`config.mk`:
```
export PLATFORM = sky130hd
export DESIGN_NAME = std_crc_stream
export DESIGN_NICKNAME = d
export VERILOG_FILES = /design/src/rtl/std_crc_pkg.sv /design/src/rtl/std_crc_bytes.sv /design/src/rtl/std_crc_stream.sv
export SDC_FILE = /design/constraint.sdc
export NUM_CORES = 1
export LEC_CHECK = 0
export CAP_MARGIN = 30
export CORE_ASPECT_RATIO = 1.1
export CORE_UTILIZATION = 55
export CTS_CLUSTER_DIAMETER = 50
export DETAILED_ROUTE_END_ITERATION = 10
export DONT_BUFFER_PORTS = 1
export PLACE_DENSITY_LB_ADDON = 0.15
export SLEW_MARGIN = 10
export SYNTH_ARGS = -nofsm -noshare
export SYNTH_HDL_FRONTEND = slang
export SYNTH_HIERARCHICAL = 1
export SYNTH_SLANG_ARGS = --single-unit
```
`constraint.sdc`:
```
create_clock -name clk -period 9.2 [get_ports clk]
set_clock_uncertainty 0.2 [all_clocks]
set_input_delay 1.84 -clock clk [delete_from_list [all_inputs] [get_ports clk]]
set_output_delay 1.84 -clock clk [all_outputs]
set_load 0.02 [all_outputs]
```
`src/rtl/std_crc_pkg.sv`:
```
// CRC-32 constants and the reflected single-byte update step shared by the
// streaming CRC engine.
package std_crc_pkg;

  localparam logic [31:0] CRC32_POLY_REFL = 32'hEDB88320;
  localparam logic [31:0] CRC32_INIT      = 32'hFFFFFFFF;
  localparam logic [31:0] CRC32_XOROUT    = 32'hFFFFFFFF;
  localparam logic [31:0] CRC32_RESIDUE   = 32'hDEBB20E3;

  // LSB-first: the byte enters at bit 0 and each step shifts right.
  function automatic logic [31:0] crc32_byte(input logic [31:0] crc,
                                             input logic [7:0]  data_byte,
                                             input logic [31:0] poly);
    logic [31:0] c;
    c = crc ^ {24'h0, data_byte};
    for (int i = 0; i < 8; i++) begin
      c = c[0] ? ((c >> 1) ^ poly) : (c >> 1);
    end
    return c;
  endfunction

endpackage

```
`src/rtl/std_crc_bytes.sv`:
```
// Combinational byte-chain: entry k of crc_arr is the CRC after consuming
// bytes 0..k of the beat, starting from seed.
module std_crc_bytes
  import std_crc_pkg::*;
#(
  parameter int          DW   = 64,
  parameter logic [31:0] POLY = CRC32_POLY_REFL
) (
  input  logic [31:0]             seed,
  input  logic [DW-1:0]           data,
  output logic [DW/8-1:0][31:0]   crc_arr
);

  always_comb begin
    logic [31:0] c;
    c = seed;
    crc_arr = '0;
    for (int k = 0; k < DW / 8; k++) begin
      c = crc32_byte(c, data[8*k +: 8], POLY);
      crc_arr[k] = c;
    end
  end

endmodule

```
`src/rtl/std_crc_stream.sv`:
```
// Streaming CRC-32 engine: accumulates packet beats, emits one registered
// result per packet with a residue-match flag, valid/ready on both sides.
module std_crc_stream
  import std_crc_pkg::*;
#(
  parameter int          DW      = 64,
  parameter logic [31:0] POLY    = CRC32_POLY_REFL,
  parameter logic [31:0] INIT    = CRC32_INIT,
  parameter logic [31:0] XOROUT  = CRC32_XOROUT,
  parameter logic [31:0] RESIDUE = CRC32_RESIDUE,
  localparam int         NB      = DW / 8,
  localparam int         BW      = (NB > 1) ? $clog2(NB) : 1
) (
  input  logic          clk,
  input  logic          reset,
  input  logic          in_valid,
  output logic          in_ready,
  input  logic [DW-1:0] in_data,
  input  logic          in_sop,
  input  logic          in_eop,
  input  logic [BW-1:0] in_bytes,
  output logic          res_valid,
  input  logic          res_ready,
  output logic [31:0]   crc_out,
  output logic          crc_ok
);

  logic [31:0]         crc_q, crc_d;
  logic                res_valid_q, res_valid_d;
  logic [31:0]         crc_out_q, crc_out_d;
  logic                crc_ok_q, crc_ok_d;

  logic [31:0]         seed;
  logic [NB-1:0][31:0] crc_arr;
  logic [BW-1:0]       sel;
  logic [31:0]         crc_next;
  logic                accept;

  assign seed = in_sop ? INIT : crc_q;

  std_crc_bytes #(
    .DW   (DW),
    .POLY (POLY)
  ) u_bytes (
    .seed    (seed),
    .data    (in_data),
    .crc_arr (crc_arr)
  );

  // in_bytes == 0 on an eop beat means a full beat, same as non-eop beats.
  always_comb begin
    sel = BW'(NB - 1);
    if (in_eop && (in_bytes != '0) && (int'(in_bytes) < NB)) begin
      sel = in_bytes - 1'b1;
    end
  end

  assign crc_next = crc_arr[sel];
  assign in_ready = !res_valid_q || res_ready;
  assign accept   = in_valid && in_ready;

  always_comb begin
    crc_d       = crc_q;
    res_valid_d = res_valid_q;
    crc_out_d   = crc_out_q;
    crc_ok_d    = crc_ok_q;
    if (res_valid_q && res_ready) begin
      res_valid_d = 1'b0;
    end
    if (accept) begin
      if (in_eop) begin
        crc_out_d   = crc_next ^ XOROUT;
        crc_ok_d    = (crc_next == RESIDUE);
        res_valid_d = 1'b1;
        crc_d       = INIT;
      end else begin
        crc_d = crc_next;
      end
    end
  end

  always_ff @(posedge clk or posedge reset) begin
    if (reset) begin
      crc_q       <= INIT;
      res_valid_q <= 1'b0;
      crc_out_q   <= 32'h0;
      crc_ok_q    <= 1'b0;
    end else begin
      crc_q       <= crc_d;
      res_valid_q <= res_valid_d;
      crc_out_q   <= crc_out_d;
      crc_ok_q    <= crc_ok_d;
    end
  end

  assign res_valid = res_valid_q;
  assign crc_out   = crc_out_q;
  assign crc_ok    = crc_ok_q;

endmodule

```
After elaboration in Yosys (flattened, before gate mapping)
Cells that the tools add are included.
Cells by class
  $add $sub $neg: 1
  shift-type cells: 0
  equal/unequal tests: 1
  divide/modulo/power cells: 0
  reduce and logical (&&, ||, !) cells: 7
  mux-type cells: 72
  multiply operators: 0
  $lt $le $gt $ge: 1
  bitwise logic cells: 73
Operator list (count)
  $mux W32: 67
  $not A13 Y14: 64
  $xor A32 B8 Y32: 8
  $bmux W32 S3: 1
  $eq A32 B32 Y1 const B: 1
  $not A32 Y32: 1
  $lt A3 B4 Y1 const B: 1
  $logic_and A1 B1 Y1: 3
  $mux W1: 3
  $mux W3: 1
  $reduce_bool A3 Y1: 1
  $sub A3 B1 Y3 const B: 1
  $reduce_and A2 Y1: 1
  $logic_not A1 Y1: 1
  $logic_or A1 B1 Y1: 1
Storage, ports and cells
  latch bits: 0
  register bits after elaboration: 66
  memories: 0
  input bits: 73
  logic and storage cells: 159
  RAM bits: 0
  memory bits (read-only): 0

Logic depth before layout (Yosys ltp)
Gate-level depths: netlist (run 1).
  depth after elaboration: 140
  depth in mapped cells: 28
  mapped depth without buffers: 24

Modules after synthesis
Netlist (run 1), hierarchy kept.
By module, submodules not included
  std_crc_bytes: instances 1, cells an instance 735, area each 9681.8 um^2, sequential area each 0.0 um^2
  std_crc_stream: instances 1, cells an instance 624, area each 5413.9 um^2, sequential area each 1691.6 um^2

Worst setup path before layout (run 1)
OpenSTA, ideal clock, no wires.
  path type: input -> register
  start point: in in_sop
  end point: reg crc_ok_q (netlist: crc_ok)
  arrival: 9.339 ns
  setup time: 0.092 ns
  setup slack: -0.430 ns
  stages: 24
  path buffers: 2
  data required time: 8.908 ns
  cells stage by stage: clkbuf_1 -> or2_2 -> buf_2 -> xnor3_1 -> xor2_2 -> xnor3_2 -> xnor3_2 -> xnor3_1 -> xnor3_2 -> xnor3_2 -> xnor2_2 -> xnor3_1 -> xnor3_2 -> xor2_2 -> xor3_1 -> xnor2_1 -> xor3_1 -> nor3b_1 -> a221o_1 -> o32ai_2 -> a21oi_1 -> nor4_2 -> nand4_1 -> o31ai_2
RTL lines
  from (decl): RTL line std_crc_stream.sv:19  | input logic in_sop,
  to (signal assigned): RTL line std_crc_stream.sv:92  | crc_ok_q <= crc_ok_d;
  to (decl): RTL line std_crc_stream.sv:31  | logic crc_ok_q, crc_ok_d;

==> impl_metrics.toml, run 1 <==
[outcome]
status = "complete, no violations"

[die]
io_pins = 108
die_x_um = 160
initial_core_util = 0.560
dieArea_mm2 = 0.0281
rows = 63
core-area_mm2 = 0.0270
die_h_um = 176

[critical_path]
regToRegSetupSlack_ns = 1.22
required_ns = 9.23
regToRegStartpoint = "crc_q[3]"
endpoint_kind = "flip-flop"
critPathArrivalTime_ns = 9.13
rr_worst_depth = 22
crit_fanout = 32
cp-start-kind = "input port"
criticalPathCategory = "in -> reg"
worstSetupEndpoint = "crc_ok"
rr_endpoint = "crc_ok"
crit_path_start = "in_sop"

[cts]
insertion_delay_ns = 0.33
clk_pin_slew_worst_paths_ns = 0.05
clockRootBuffer = "clkbuf_16"
cts.sinks = 66
holdBufCountCts = 0
htree_levels = 3
cts_tree = "done"
cts_buffers = 9
clock_path_buffers = 2

[synth]
synthDistinctLibCells = 74
ys_ff_latch = 66
synthFlopType = "dfrtp_1"
synth-edff-count = 0
ys_warn_count = 6
syn_nets = 1434
async_reset_ff_frac = 1.00
synth_cells = 1359
avgSynthCellArea_um2 = 11.1
seq_area_frac_synth = 0.112
syn_area_mm2 = 0.0151

[placed_design]
place_inst = 1984
io_buffers = 0
placed_cell_area_mm2 = 0.0180
dpl.hpwl_um = 48500
gp_congestion = 1.03

[flow_run]
maxCapViolCount = 0

[sta]
finalSetupViolations = 0
slew-limit-headroom = 0.317
hold_viol_final = 0
fin_crit_sh = 0.989
worst_pin_slew_ns = 1.02
tns_ns = 0
min_period_ns = 9.10
drv_slew = 0
fmax_mhz = 110

[layout]
antenna_cells = 0
syn2layout_area_growth_pct = 23.4
fin_nets = 1720
final_common_cell = "buf_4"
seqCellArea_mm2 = 0.00169
fillers = 2100
fin_area_mm2 = 0.0186
drive_gt1_frac = 0.369
multiInputGateArea_mm2 = 0.0133
fin_cells = 2007
final_cell_mix = "buf_4 (346), xnor2_1 (316), xnor3_1 (134)"

[global_routing]
grt_max_degree = 117
grt_pass1_wl_um = 83400
grt-ovfl-total = 0
grt_usage = 0.419
antenna_found_initial = 0
grt_pass1_vias = 11967

[worst_hold_path]
hp-class = "reg -> reg"

[drt]
viasPerCell = 5.97
drt_iter0_drc = 1598
detail_route.wl_per_cell_um = 29.1
drc = 0
postRouteAntennaNets = 0
num_vias = 11979
finalWirelength_um = 58300
drtPass1Iterations = 7
cell families (layout without fill, tap and decap cells):
logic type | count (synthesis) | after routing | share of synthesized area
muxes | 79 | 79 | 0.0653
AOI/OAI and AO/OA | 203 | 203 | 0.0874
adders and majority gates | 2 | 2 | 0.00166
buffers and inverters | 122 | 413 | 0.0404
DFF | 66 | 66 | 0.112
xor gates and xnor gates | 693 | 693 | 0.629
and+or+nand+nor | 194 | 194 | 0.0643
what timing repair did:
item                                   in CTS  in global routing
setup endpoints to repair                   1                  3
buffers inserted                            0                  7
gates resized for setup                     3                 42
pin swaps                                   0                  8
endpoints found under the hold margin       0                  0
state kept, by name, summed over array words and instances (netlist names):
register	flops
crc_out	32
crc_q	32
crc_ok	1
res_valid	1
layer usage:
layer,routed length (um),vias up,GRT usage
met5,0,-,0
met4,2660,0,0.158
met3,5310,128,0.0713
met2,27100,666,0.682
met1,23300,5925,0.559
li1,-,5260,-
cell type report:
type,count,share of cell area
multi-input combinational,1171,0.714
timing repair buffer,351,0.144
sequential,66,0.0908
tap,357,0.0240
clock buffer,9,0.0121
inverter,46,0.00927
clock inverter,7,0.00537
cell usage after synthesis, drive strengths merged, types with 13 or more instances:
cell	instances	share of area
xor2	107	0.069
mux2	33	0.025
dfrtp	34	0.056
o22ai	22	0.0091
xor3	40	0.063
mux2i	34	0.023
buf	54	0.024
xnor3	175	0.26
nand2	40	0.0099
a21oi	59	0.020
nand2b	18	0.0075
dfstp	32	0.056
a31oi	13	0.0054
clkbuf	22	0.0055
xnor2	371	0.23
inv	45	0.011
o21ai	39	0.013
or2	32	0.013
nor2	68	0.017
per-stage QoR:
step | setup slack (ns) | util | hold slack [ns]
2_1_floorplan | 0.00000355 | - | 0.278
3_3_place_gp | -0.320 | 0.669 | 0.295
3_5_place_dp | -0.449 | 0.669 | 0.289
4_1_cts | 0.0435 | 0.681 | 0.300
5_1_grt | -0.00630 | 0.691 | 0.325
6_report | 0.105 | 0.691 | 0.301
worst max-delay path, cell delays in order:
cell	delay (ns)
or2_2	0.37
xnor2_4	0.30
xnor3_2	0.52
xor3_1	0.28
xnor3_1	0.48
buf_4	0.18
xor3_1	0.34
xnor3_1	0.48
buf_4	0.20
xnor3_2	0.38
xnor3_1	0.41
xnor3_2	0.51
xor2_1	0.24
xnor3_2	0.52
xnor3_2	0.48
xnor3_1	0.47
nand2_1	0.09
a21oi_1	0.18
a211oi_1	0.06
nor3_1	0.34
nand4_1	0.19
o31ai_2	0.24
worst min-delay path by stage:
stage	cells past startpoint	from	to	slack (ns)
after floorplan	2	crc_q[10]	crc_q[10]	0.28
after global placement	2	crc_q[19]	crc_q[19]	0.30
after detailed placement	2	crc_q[24]	crc_q[24]	0.29
after CTS	2	crc_q[24]	crc_q[24]	0.30
after global routing	2	crc_q[19]	crc_q[19]	0.32
final	2	crc_q[24]	crc_q[24]	0.30
Power of run 1 is left out: the tool's default activity adds up to more than one toggle a clock period on the data nets, which glitch-free logic cannot reach.
==> run 2, diff against run 1 <==
==> constraint.sdc (replaced) <==
create_clock -name clk -period 9.2 [get_ports clk]
set_clock_uncertainty 0.2 [all_clocks]
set_input_delay 2.3 -clock clk [delete_from_list [all_inputs] [get_ports clk]]
set_output_delay 2.3 -clock clk [all_outputs]
set_load 0.02 [all_outputs]
==> run 2 against run 1 <==
The flow now finishes with violations (setup timing). First-iteration DRC count fell by 1.6%. Worst hold slack improved by 0.0035 ns. Global-route usage rose by 1.3 points. Worst setup slack got worse by 0.25 ns. Fmax fell by 2.7%. Critical path type unchanged. Critical endpoint unchanged.
==> impl_metrics.toml, run 2 (synthesis results as in run 1) <==
[sta]
rsz0062_at_grt = "yes"
tns_ns = -0.282
fmax_mhz = 107
min_period_ns = 9.35
hold_viol_final = 0
fin_crit_sh = 1.02
setup_slack_ns = -0.147
drv_slew = 0
slew-limit-headroom = 0.313
finalSetupViolations = 3
worst_pin_slew_ns = 1.03
hold_ws_ns = 0.305

[critical_path]
rr_endpoint = "crc_ok"
regToRegSetupSlack_ns = 1.42
endpoint_kind = "flip-flop"
cp-start-kind = "input port"
criticalPathCategory = "in -> reg"
required_ns = 9.24
crit_fanout = 32
crit_path_start = "in_sop"
critPathSlowestCell = "xnor3_2"
max_stage_delay_ns = 0.53
regToRegStartpoint = "crc_q[0]"
rr_worst_depth = 26
critPathArrivalTime_ns = 9.39

[worst_hold_path]
hold_start = "crc_q[29]"
hold-path-cell-count = 2
hp-class = "reg -> reg"
holdPathEnd = "crc_q[29]"

[die]
die_h_um = 176
rows = 63
core-area_mm2 = 0.0270
initial_core_util = 0.560
dieArea_mm2 = 0.0281
die_x_um = 160
io_pins = 108

[cts]
clk_pin_slew_worst_paths_ns = 0.06
cts_buffers = 9
clockRootBuffer = "clkbuf_16"
cts.sinks = 66
cts_tree = "done"
htree_levels = 3
insertion_delay_ns = 0.33
clock_path_buffers = 2

[global_routing]
antenna_found_initial = 2
grt_pass1_vias = 13057
grt-ovfl-total = 0
grt_usage = 0.432
grt_pass1_wl_um = 86400
grt_max_degree = 117

[drt]
detail_route.wl_per_cell_um = 27.9
finalWirelength_um = 61800
num_vias = 13136
drc = 0
drtPass1Iterations = 5
drt_iter0_drc = 1573
postRouteAntennaNets = 0
viasPerCell = 5.93

[layout]
post-route-util = 0.772
drive_gt1_frac = 0.478
fin_area_mm2 = 0.0208
final_common_cell = "buf_4"
syn2layout_area_growth_pct = 37.9
fillers = 1813
final_cell_mix = "buf_4 (543), xnor2_1 (294), xnor3_1 (109)"
fin_nets = 1926

[placed_design]
gp_congestion = 1.04
placed_cell_area_mm2 = 0.0197
dpl.hpwl_um = 50500
io_buffers = 0

[flow_run]
maxCapViolCount = 0

[outcome]
status = "complete, but fails checks"
violations = "setup timing"
## run 2: changes by cell type in the layout (fill, tap and decap cells not counted), moves of 12 or more
| cell | before | now |
|---|---|---|
| xnor3_1 | 134 | 109 |
| xnor3_2 | 40 | 65 |
| xnor2_1 | 316 | 294 |
| xnor2_4 | 19 | 31 |
| xor2_1 | 90 | 76 |
| buf_4 | 346 | 543 |
## run 2: worst max path at each step
stage | endpoint | cells after the start | slack (ns)
2_1_floorplan | crc_ok | 24 | -0.18
3_3_place_gp | crc_ok | 23 | -0.75
3_5_place_dp | crc_ok | 23 | -0.80
4_1_cts | crc_ok | 22 | -0.06
5_1_grt | crc_ok | 27 | -0.24
6_report | crc_ok | 26 | -0.15
## run 2: worst max-delay path: cells and delay by family
family | cells | cell delay (ns)
AO/OA/AOI/OAI | 3 | 0.66
buffers and inverters | 6 | 1.00
XOR/XNOR | 13 | 4.53
AND/OR/NAND/NOR | 4 | 0.91
## run 2: metal layers
| layer | vias up | part of all wire | track usage |
|---|---|---|---|
| met3 | 174 | 0.096 | 0.0725 |
| met1 | 6477 | 0.38 | 0.559 |
| met5 | - | 0 | 0 |
| met2 | 823 | 0.47 | 0.705 |
| met4 | 0 | 0.056 | 0.209 |
| li1 | 5662 | - | - |
## run 2: layout make-up
type,instances,area [um^2],area share
Multi-Input combinational cell,1171,13800,0.665
Timing Repair Buffer,557,4350,0.209
Sequential cell,66,1690,0.0812
Tap cell,357,447,0.0215
Clock buffer,10,229,0.0110
Inverter,46,173,0.00829
Clock inverter,6,90.1,0.00433
Antenna cell,1,2.50,0.000120
## run 2: repair_timing
item / in CTS / in global routing
endpoints found under the setup margin: 23 / 25
hold endpoints to repair: 0 / 0
setup buffers: 6 / 25
pin swaps: 6 / 19
gates cloned: 0 / 0
resized for setup: 24 / 64
hold buffers: 0 / 0
## run 2: through the flow
step / std cells / worst slack [ns]
6_report: 2214 / -0.147
5_1_grt: 2213 / -0.235
4_1_cts: 2188 / -0.0642
3_5_place_dp: 2166 / -0.798
3_3_place_gp: 2166 / -0.749
2_1_floorplan: 1359 / -0.178
Power of run 2 is left out for the same reason.
==> run 3, diff against run 2 <==
--- a/config.mk
+++ b/config.mk
@@ -12,6 +12,7 @@
 export DETAILED_ROUTE_END_ITERATION = 10
 export DONT_BUFFER_PORTS = 1
 export PLACE_DENSITY_LB_ADDON = 0.15
+export SKIP_CTS_REPAIR_TIMING = 1
 export SLEW_MARGIN = 10
 export SYNTH_ARGS = -nofsm -noshare
 export SYNTH_HDL_FRONTEND = slang
==> run 3 against run 2 <==
The run still ends with setup timing left. First-iteration DRC count rose by 5.8%. Global-route usage fell by 0.21 points. Wire length rose by 0.40%. Worst setup slack got worse by 0.0077 ns. Design area rose by 0.85%. Worst hold slack got worse by 0.00092 ns. Final cell count rose by 0.45%. Core utilization rose by 0.66 points. Non-clock buffer count rose by 10. Fmax barely moved. Critical path depth rose by 2. Largest cell class unchanged. Highest routed layer unchanged.
==> impl_metrics.toml, run 3 (synthesis results as in run 1) <==
[layout]
final_common_cell = "buf_4"
fillers = 1785
fin_nets = 1936
multiInputGateArea_mm2 = 0.0140
drive_gt1_frac = 0.490
seqCellArea_mm2 = 0.00169
final_cell_mix = "buf_4 (550), xnor2_1 (284), xnor3_1 (105)"
syn2layout_area_growth_pct = 39.1

[critical_path]
regToRegStartpoint = "crc_q[3]"
crit_cells = 28
cp-start-kind = "input port"
regToRegSetupSlack_ns = 1.39
cp.buffers_inverters = 7
critPathSlowestCell = "xor3_4"
rr_worst_depth = 25
critPathArrivalTime_ns = 9.40
rr_endpoint = "crc_ok"
crit_path_start = "in_sop"
endpoint_kind = "flip-flop"
crit_fanout = 32
required_ns = 9.24
critical_path.top_delay_family = "XOR/XNOR gates"
max_stage_delay_ns = 0.53
worstSetupEndpoint = "crc_ok"
path_common_cell = "buf_4"
criticalPathCategory = "in -> reg"

[global_routing]
grt_pass1_wl_um = 86000
antenna_found_initial = 2
grt-ovfl-total = 0
grt_pass1_vias = 13021
grt_usage = 0.429
grt_max_degree = 117

[drt]
dr_wl_met2_um = 28800
drt_iter0_drc = 1664
drtPass1Iterations = 5
detail_route.wl_per_cell_um = 27.9
drc = 0
num_vias = 13148
highest_layer = "met4"
wl_met3_um = 5660
viasPerCell = 5.91
wl_met1_um = 23800
finalWirelength_um = 62100
postRouteAntennaNets = 0

[sta]
drv_slew = 0
hold_viol_final = 0
rsz0062_at_grt = "yes"
worst_pin_slew_ns = 1.05
finalSetupViolations = 3
setup_slack_ns = -0.155
fmax_mhz = 107
slew-limit-headroom = 0.303
min_period_ns = 9.35
fin_crit_sh = 1.02

[cts]
cts.sinks = 66
cts_buffers = 9
clk_pin_slew_worst_paths_ns = 0.05
insertion_delay_ns = 0.33
clock_path_buffers = 2
htree_levels = 3
cts_tree = "done"
clockRootBuffer = "clkbuf_16"

[placed_design]
gp_congestion = 1.04
dpl.hpwl_um = 50500
place_ws_ns = -0.798
io_buffers = 0

[die]
die_x_um = 160
initial_core_util = 0.560
io_pins = 108
dieArea_mm2 = 0.0281
die_h_um = 176
core-area_mm2 = 0.0270
rows = 63

[outcome]
status = "complete, but fails checks"
violations = "setup timing"

[worst_hold_path]
hold_start = "crc_q[29]"
hp-class = "reg -> reg"

[flow_run]
maxCapViolCount = 0
==> run 3: cell count changes in the layout (fill, tap and decap cells not counted), moves of 3 or more <==
| cell | previous run | this run |
|---|---|---|
| buf_12 | 13 | 10 |
| xnor2_2 | 46 | 53 |
| xnor3_2 | 65 | 69 |
| buf_4 | 543 | 550 |
| xnor2_4 | 31 | 34 |
| xnor3_1 | 109 | 105 |
| buf_6 | 1 | 7 |
| xnor2_1 | 294 | 284 |
==> run 3: worst register-to-register path: cells and delay by family, from the launching register on <==
family | cells | cell delay (ns)
compound gates | 3 | 0.66
flops | 1 | 0.55
buf+inv | 4 | 0.62
xor+xnor | 14 | 4.85
simple gates | 4 | 0.84
==> run 3: worst min path at each step <==
stage	slack, ns	cells after the start	to
final	0.30	2	crc_q[29]
after global routing	0.32	2	crc_q[27]
after CTS	0.30	2	crc_q[6]
after detailed placement	0.29	2	crc_q[27]
after global placement	0.29	2	crc_q[27]
after floorplan	0.28	2	crc_q[10]
==> run 3: per-stage QoR <==
stage	utilization	setup TNS [ns]	hold slack [ns]	area, um^2	std cells
finish	0.779	-0.278	0.304	21000	2224
global route	0.779	-1.14	0.319	21000	2223
CTS	0.744	-3.41	0.305	20100	2182
detailed placement	0.732	-12.63	0.292	19700	2166
global placement	0.732	-12.40	0.292	19700	2166
floorplan	-	-0.205	0.278	15700	1359
==> run 3: final cells by class <==
cell class	instances	area share
diodes	1	0.000119
multi-input cells	1171	0.665
flip-flops and latches	66	0.0806
clock buffers	10	0.0109
well taps	357	0.0213
repair buffers	567	0.210
inverters	46	0.00822
clock inverters	6	0.00429
==> run 3: routing by layer <==
metal | vias to the layer above | track usage
met5 | - | 0
met4 | 0 | 0.215
met3 | 193 | 0.0730
met2 | 803 | 0.701
met1 | 6461 | 0.552
li1 | 5691 | -
Power of run 3 is left out for the same reason.
